### config.mk
export PLATFORM = sky130hd
export DESIGN_NAME = fu_mult_param
export DESIGN_NICKNAME = d
export VERILOG_FILES = /design/src/rtl/fu_mult_param.sv
export SDC_FILE = /design/constraint.sdc
export NUM_CORES = 2
export LEC_CHECK = 0
export CORE_ASPECT_RATIO = 0.9
export CORE_UTILIZATION = 55
export DETAILED_ROUTE_END_ITERATION = 8
export HOLD_SLACK_MARGIN = 0.03
export PLACE_DENSITY = 0.75
export SLEW_MARGIN = 20
export SYNTH_ARGS = -nofsm -noshare
export SYNTH_HDL_FRONTEND = slang
export SYNTH_SLANG_ARGS = --single-unit
### constraint.sdc
create_clock -name clk -period 28.9 [get_ports clk]
set_input_delay 8.67 -clock clk [delete_from_list [all_inputs] [get_ports clk]]
set_output_delay 8.67 -clock clk [all_outputs]
set_load 0.01 [all_outputs]
### src/rtl/fu_mult_param.sv
// Parametrised pipelined RV32M multiply unit: RS issue packet in, CDB broadcast out, with
// back-pressure bubble collapsing and flush kill. `define FU_MULT_PERF_CNT_EN adds perf counters.
package types;
  localparam int ROB_TAG_W = 5;

  localparam logic [2:0] MD_MUL    = 3'd0;
  localparam logic [2:0] MD_MULH   = 3'd1;
  localparam logic [2:0] MD_MULHSU = 3'd2;
  localparam logic [2:0] MD_MULHU  = 3'd3;

  typedef struct packed {
    logic [31:0] insn;
    logic [31:0] pc_rdata;
    logic [4:0]  rd_addr;
    logic [31:0] rd_wdata;
  } rvfi_t;

  typedef struct packed {
    logic                 valid;
    logic [2:0]           muldiv_op;
    logic [31:0]          rs1_v;
    logic [31:0]          rs2_v;
    logic [ROB_TAG_W-1:0] rob_tag;
    rvfi_t                rvfi;
  } fu_pkt_t;

  typedef struct packed {
    logic                 valid;
    logic [31:0]          data;
    logic [ROB_TAG_W-1:0] rob_tag;
    logic [31:0]          rs1_data;
    logic [31:0]          rs2_data;
    logic                 br_taken;
    logic [31:0]          br_target;
    rvfi_t                rvfi;
  } cdb_t;
endpackage

// One pipeline slot: valid bit plus payload, loaded whenever the slot is free.
module fu_mult_stage
  import types::*;
(
  input  logic clk,
  input  logic rst,
  input  logic flush,
  input  logic load,
  input  logic in_vld,
  input  cdb_t d,
  output logic vld,
  output cdb_t q
);
  always_ff @(posedge clk or posedge rst) begin
    if (rst) begin
      vld <= 1'b0;
      q   <= '0;
    end else begin
      if (flush)     vld <= 1'b0;
      else if (load) vld <= in_vld;
      if (load && in_vld && !flush) q <= d;
    end
  end
endmodule

module fu_mult_param
  import types::*;
#(
  parameter int NUM_STAGES = 3,
  parameter int XLEN       = 32
) (
  input  logic    clk,
  input  logic    rst,
  input  logic    flush,
  input  fu_pkt_t mult_pkt_in,
  output logic    in_ready,
  output cdb_t    mult_out,
`ifdef FU_MULT_PERF_CNT_EN
  input  logic        out_ready,
  output logic [31:0] perf_ops,
  output logic [31:0] perf_stall,
  output logic [31:0] perf_flushed
`else
  input  logic    out_ready
`endif
);
  logic [NUM_STAGES-1:0] vld_pipe;
  logic [NUM_STAGES-1:0] free;
  logic [NUM_STAGES-1:0] stg_in;
  cdb_t                  stg_d [NUM_STAGES];
  cdb_t                  stg_q [NUM_STAGES];
  logic                  accept;

  // ---- arithmetic ahead of stage 0 ----
  logic                    a_sgn, b_sgn;
  logic signed [XLEN:0]    a_ext, b_ext;
  logic signed [2*XLEN+1:0] prod;
  logic [1:0]              unused_prod_hi;
  logic [XLEN-1:0]         res;
  cdb_t                    s0_pkt;

  always_comb begin
    a_sgn = 1'b0;
    b_sgn = 1'b0;
    case (mult_pkt_in.muldiv_op)
      MD_MUL, MD_MULH: begin a_sgn = 1'b1; b_sgn = 1'b1; end
      MD_MULHSU:       a_sgn = 1'b1;
      default: ;
    endcase
  end

  assign a_ext          = {a_sgn & mult_pkt_in.rs1_v[XLEN-1], mult_pkt_in.rs1_v};
  assign b_ext          = {b_sgn & mult_pkt_in.rs2_v[XLEN-1], mult_pkt_in.rs2_v};
  assign prod           = a_ext * b_ext;
  assign unused_prod_hi = prod[2*XLEN+1:2*XLEN];

  always_comb begin
    res = '0;
    case (mult_pkt_in.muldiv_op)
      MD_MUL:                     res = prod[XLEN-1:0];
      MD_MULH, MD_MULHSU, MD_MULHU: res = prod[2*XLEN-1:XLEN];
      default: ;
    endcase
  end

  always_comb begin
    s0_pkt               = '0;
    s0_pkt.valid         = 1'b1;
    s0_pkt.data          = res;
    s0_pkt.rob_tag       = mult_pkt_in.rob_tag;
    s0_pkt.rs1_data      = mult_pkt_in.rs1_v;
    s0_pkt.rs2_data      = mult_pkt_in.rs2_v;
    s0_pkt.rvfi          = mult_pkt_in.rvfi;
    s0_pkt.rvfi.rd_wdata = res;
  end

  // ---- movement: a slot is free if empty or its occupant moves on ----
  // The chain runs from out_ready back to stage 0 through valid bits only.
  always_comb begin
    logic ok;
    ok   = out_ready;
    free = '0;
    for (int i = NUM_STAGES - 1; i >= 0; i--) begin
      free[i] = !vld_pipe[i] || ok;
      ok      = free[i];
    end
  end

  assign in_ready = free[0];
  assign accept   = mult_pkt_in.valid && in_ready && !flush;

  for (genvar g = 0; g < NUM_STAGES; g++) begin : g_stg
    if (g == 0) begin : g_head
      assign stg_d[g]  = s0_pkt;
      assign stg_in[g] = accept;
    end else begin : g_body
      assign stg_d[g]  = stg_q[g-1];
      assign stg_in[g] = vld_pipe[g-1] && free[g];
    end

    fu_mult_stage u_stage (
      .clk    (clk),
      .rst    (rst),
      .flush  (flush),
      .load   (free[g]),
      .in_vld (stg_in[g]),
      .d      (stg_d[g]),
      .vld    (vld_pipe[g]),
      .q      (stg_q[g])
    );
  end

  always_comb begin
    mult_out       = stg_q[NUM_STAGES-1];
    mult_out.valid = vld_pipe[NUM_STAGES-1];
  end

`ifdef FU_MULT_PERF_CNT_EN
  // A result handshaking on the flush edge counts as delivered, not killed.
  logic        hs;
  logic [31:0] kill_cnt;

  assign hs       = vld_pipe[NUM_STAGES-1] && out_ready;
  assign kill_cnt = 32'($countones(vld_pipe)) - {31'd0, hs};

  always_ff @(posedge clk or posedge rst) begin
    if (rst) begin
      perf_ops     <= '0;
      perf_stall   <= '0;
      perf_flushed <= '0;
    end else begin
      if (accept)                                   perf_ops     <= perf_ops + 32'd1;
      if (vld_pipe[NUM_STAGES-1] && !out_ready)     perf_stall   <= perf_stall + 32'd1;
      if (flush)                                    perf_flushed <= perf_flushed + kill_cnt;
    end
  end
`endif
endmodule

# After elaboration in Yosys (flattened, before gate mapping)
# Cells that the tools add are included.
# op_classes
n_mul	1
n_eq_ne	3
n_mux	9
n_bitwise	2
reduce_logical	24
# ops
op	n
$mul A33 B33 Y64	1
$pmux W32 S2	1
$logic_and A1 B1 Y1	10
$mux W1	8
$eq A3 B2 Y1 const B	2
$reduce_bool A2 Y1	3
$reduce_or A3 Y1	2
$logic_not A1 Y1	4
$eq A3 B1 Y1 const B	1
$logic_not A3 Y1	1
$logic_or A1 B1 Y1	3
$and A1 B1 Y1	2
$reduce_or A2 Y1	1
# word_totals
regBits	513
in_bits	178
output_inout_bits	237
wordCells	63

# Longest topological paths before layout
# logic_depth
depth_word	8
ltp_mapped	32
mapped_depth_nobuf	30

# Hierarchy
# Synthesis repeated with hierarchy kept, for this count alone.
# unflattened
hier_cells	5817
hier_area_um2	64946.0
# modules_own_cells
mod	instances	cells_per_inst	area_each_um2	seq_area_each_um2
fu_mult_param	1	4308	38171.6	0.0
fu_mult_stage	3	503	8924.8	5930.7

# Worst setup path after synthesis
# No wires, ideal clock.
# synth_path
path_kind	input to output
startpoint	input port out_ready
endpoint	output port in_ready
arrival_ps	9075
required_ps	20230
setup_slack_ps	11155
cell_stages	2
cell_sequence	nor2b_1 > nand3_1
# synth_via
elab_chain_cells	3
# synth_lines
item	line_no	source
start, declared	82	input logic out_ready
$logic_or A1 B1 Y1 (3 in series)	142	free[i] = !vld_pipe[i] || ok;
end, declared	74	output logic in_ready,
# No other way between the ends.

# Final worst setup path
# Ends and elaborated chain as after synthesis.

==> impl_metrics.tcl <==
set metrics [dict create \
    yosys.area_share.xor_xnor_pct 1.01 \
    synth_most_common_cell "nand2_1" \
    post_dp_cell_area_um2 62100 \
    cpMostUsedCell "clkdlybuf4s50_1" \
    drt_iter0_markers 2743 \
    synth_mux_area_share_pct 6.66 \
    postSynthAreaPerCell_um2 9.93 \
    clock_path_buffers 3 \
    portBuffers 349 \
    synthAdderAreaFrac_pct 43.5 \
    coreArea_um2 104000 \
    yosys.cell_types.count 77 \
    vias 40427 \
    crit_chain "clkdlybuf4s50_1 -> nor2b_1 -> nand3_1 -> clkdlybuf4s50_1" \
    wl_per_cell_um 20.2 \
    critPathLaunchType "primary input" \
    final_area_um2 63900 \
    cts_tree "done" \
    critPathRequiredTime_ns 20.23 \
    die_h_um 310 \
    cts_made_buffers 47 \
    synth.area.top_cells "fa_1 39%, dfrtp_1 22%, nand2_1 8.2%, inv_1 7.8%, mux2_2 6.6%" \
    holdBufCountCts 0 \
    drc_errors 0 \
    antenna_found_initial 4 \
    skew_ns 0.0325 \
    rsz0062_at_grt "false" \
    post-cts-setup-buffers 0 \
    dp_hpwl_mm 113 \
    timing.slew.headroom_pct 25.3 \
    slowest_stage "clkdlybuf4s50_1" \
    status "completed" \
    hold_slack_ns 0.467 \
    routed_wl_mm 149 \
    crit_path_max_incr_delay_ns 0.55 \
    row_count 112 \
    vias_per_cell 5.49 \
    synth_area_um2 57900 \
    first_pass_iters 6 \
    min_from "g_stg[0].u_stage.q[201]" \
    cap_viol_max_count 0 \
    synth_top_cell_by_area "fa_1" \
    cts.sinks 513 \
    io_pins 415 \
    grt_pass1_vias 43149 \
    synth_edf_count 0 \
    r2r_start "g_stg[2].u_stage.vld" \
    synth-simple-area-share_pct 12.5 \
    grtUsageTotal_pct 29.1 \
    synthArstFlopShare_pct 100 \
    worstPathMaxFanout 5 \
    end_kind "output port" \
    clkTransAtPathRegs_ns 0.06 \
    hold_class "reg -> reg" \
    finalCritPeriodShare_pct 65.1 \
    final_nets 7472 \
    tightest_slew_ns 1.12 \
    initial_core_util_pct 55.7 \
    hold_viol_final 0 \
    die-area_um2 107000 \
    drive_above_1_share_pct 9.14 \
    critPathArrivalTime_ns 10.14 \
    syn_inst 5833 \
    ys_ff_latch 513 \
    yosysWarnings 0 \
    synth_compound_area_share_pct 3.38 \
    clk-insertion-delay-late_ns 0.60 \
    synth_flop_cell "dfrtp_1" \
    grt_pass1_wl_mm 241 \
    synth_top_family_by_area "adder cells" \
    drtAntennaViolNets 0 \
    finalSetupTns_ns 0 \
    yosysSeqAreaShare_pct 22.2 \
    slew_violations 0 \
    htreeDepth 2 \
    fin_crit_ns 18.81 \
    criticalPathCategory "in -> out" \
    grt_max_degree 170 \
    root_buffer "clkbuf_16" \
    grt_overflow 0 \
    area_delta_synth_final_pct 10.3 \
    gp_congestion 0.947 \
    crit_start "out_ready" \
    cts.repair.resized 0 \
    yosysTopAreaCellShare_pct 38.9 \
    fmax_mhz 53.2 \
    synth_common_cells "1267 x nand2_1, 1209 x inv_1, 1125 x fa_1" \
    die_x_um 344 \
    setup_viol 0 \
]
[cells by family after synthesis]
group / Yosys count
AO/OA/AOI/OAI: 278
XOR/XNOR: 67
adder cells (fa/ha/maj): 1337
buffers and inverters: 1594
flip-flops: 513
multiplexers: 343
other: 1
AND/OR/NAND/NOR: 1700
[layout by cell type (no fill, tap or decap), drive strengths merged, types with 9 or more instances in the layout]
cell and n:
fa 1125, nand2 1267, o21a 11, conb 33, nand4 11, inv 1210
o21bai 15, dfrtp 513, mux2 340, or2 11, a21oi 75, clkinv 14
xnor2 52, ha 212, nor2 74, nor3 16, xor2 15, buf 84
nand3 23, o21ai 68, a21o 22, and2 257, clkdlybuf4s50 344, clkbuf 63
a22oi 10, a211oi 9, a31oi 9
[worst paths after layout]
path	cells after the start	to	slack, ns
max in group asynchronous	5	g_stg[2].u_stage.q[182]	17.05
setup / recovery	4	in_ready	10.09
setup reg to reg	8	g_stg[0].u_stage.q[183]	24.98
hold reg to reg	2	g_stg[0].u_stage.q[201]	0.47
hold / removal	2	g_stg[0].u_stage.q[201]	0.47
min in group asynchronous	2	g_stg[2].u_stage.q[67]	8.69
[routing by layer]
layer | track usage (%) | wire length (um) | vias up
met4 | 7.58 | 4100 | 4
met5 | 0 | 21 | -
li1 | - | - | 17339
met3 | 5.92 | 13900 | 289
met1 | 40.2 | 60400 | 20971
met2 | 47.2 | 70500 | 1824
[layout make-up]
type	count	area [um^2]
multi-input cells	3758	39000
fillers	8343	40100
clock inverters	25	384
clock buffers	63	1330
diodes	3	7.51
repair buffers	428	4070
flip-flops and latches	513	12800
well taps	1368	1710
inverters	1209	4550
[state kept, by name (all words and copies together), names as in the netlist]
register / count
g_stg.u_stage.vld: 3
g_stg.u_stage.q: 510
[worst max-delay path, delay by kind of cell]
family,cells,cell delay (ns)
AND/OR/NAND/NOR,2,0.51
buffers and inverters,2,0.96
[through the flow]
stage	cells	worst slack (ns)	util, %
final	7367	10.09	61.4
after global routing	7365	10.02	61.4
after CTS	7364	10.10	61.4
after detailed placement	7276	10.12	59.8
after global placement	7276	10.16	59.8
after floorplan	5865	5.90	-
Power is left out: the tool's default activity adds up to more than one toggle a clock period on the data nets, which glitch-free logic cannot reach.
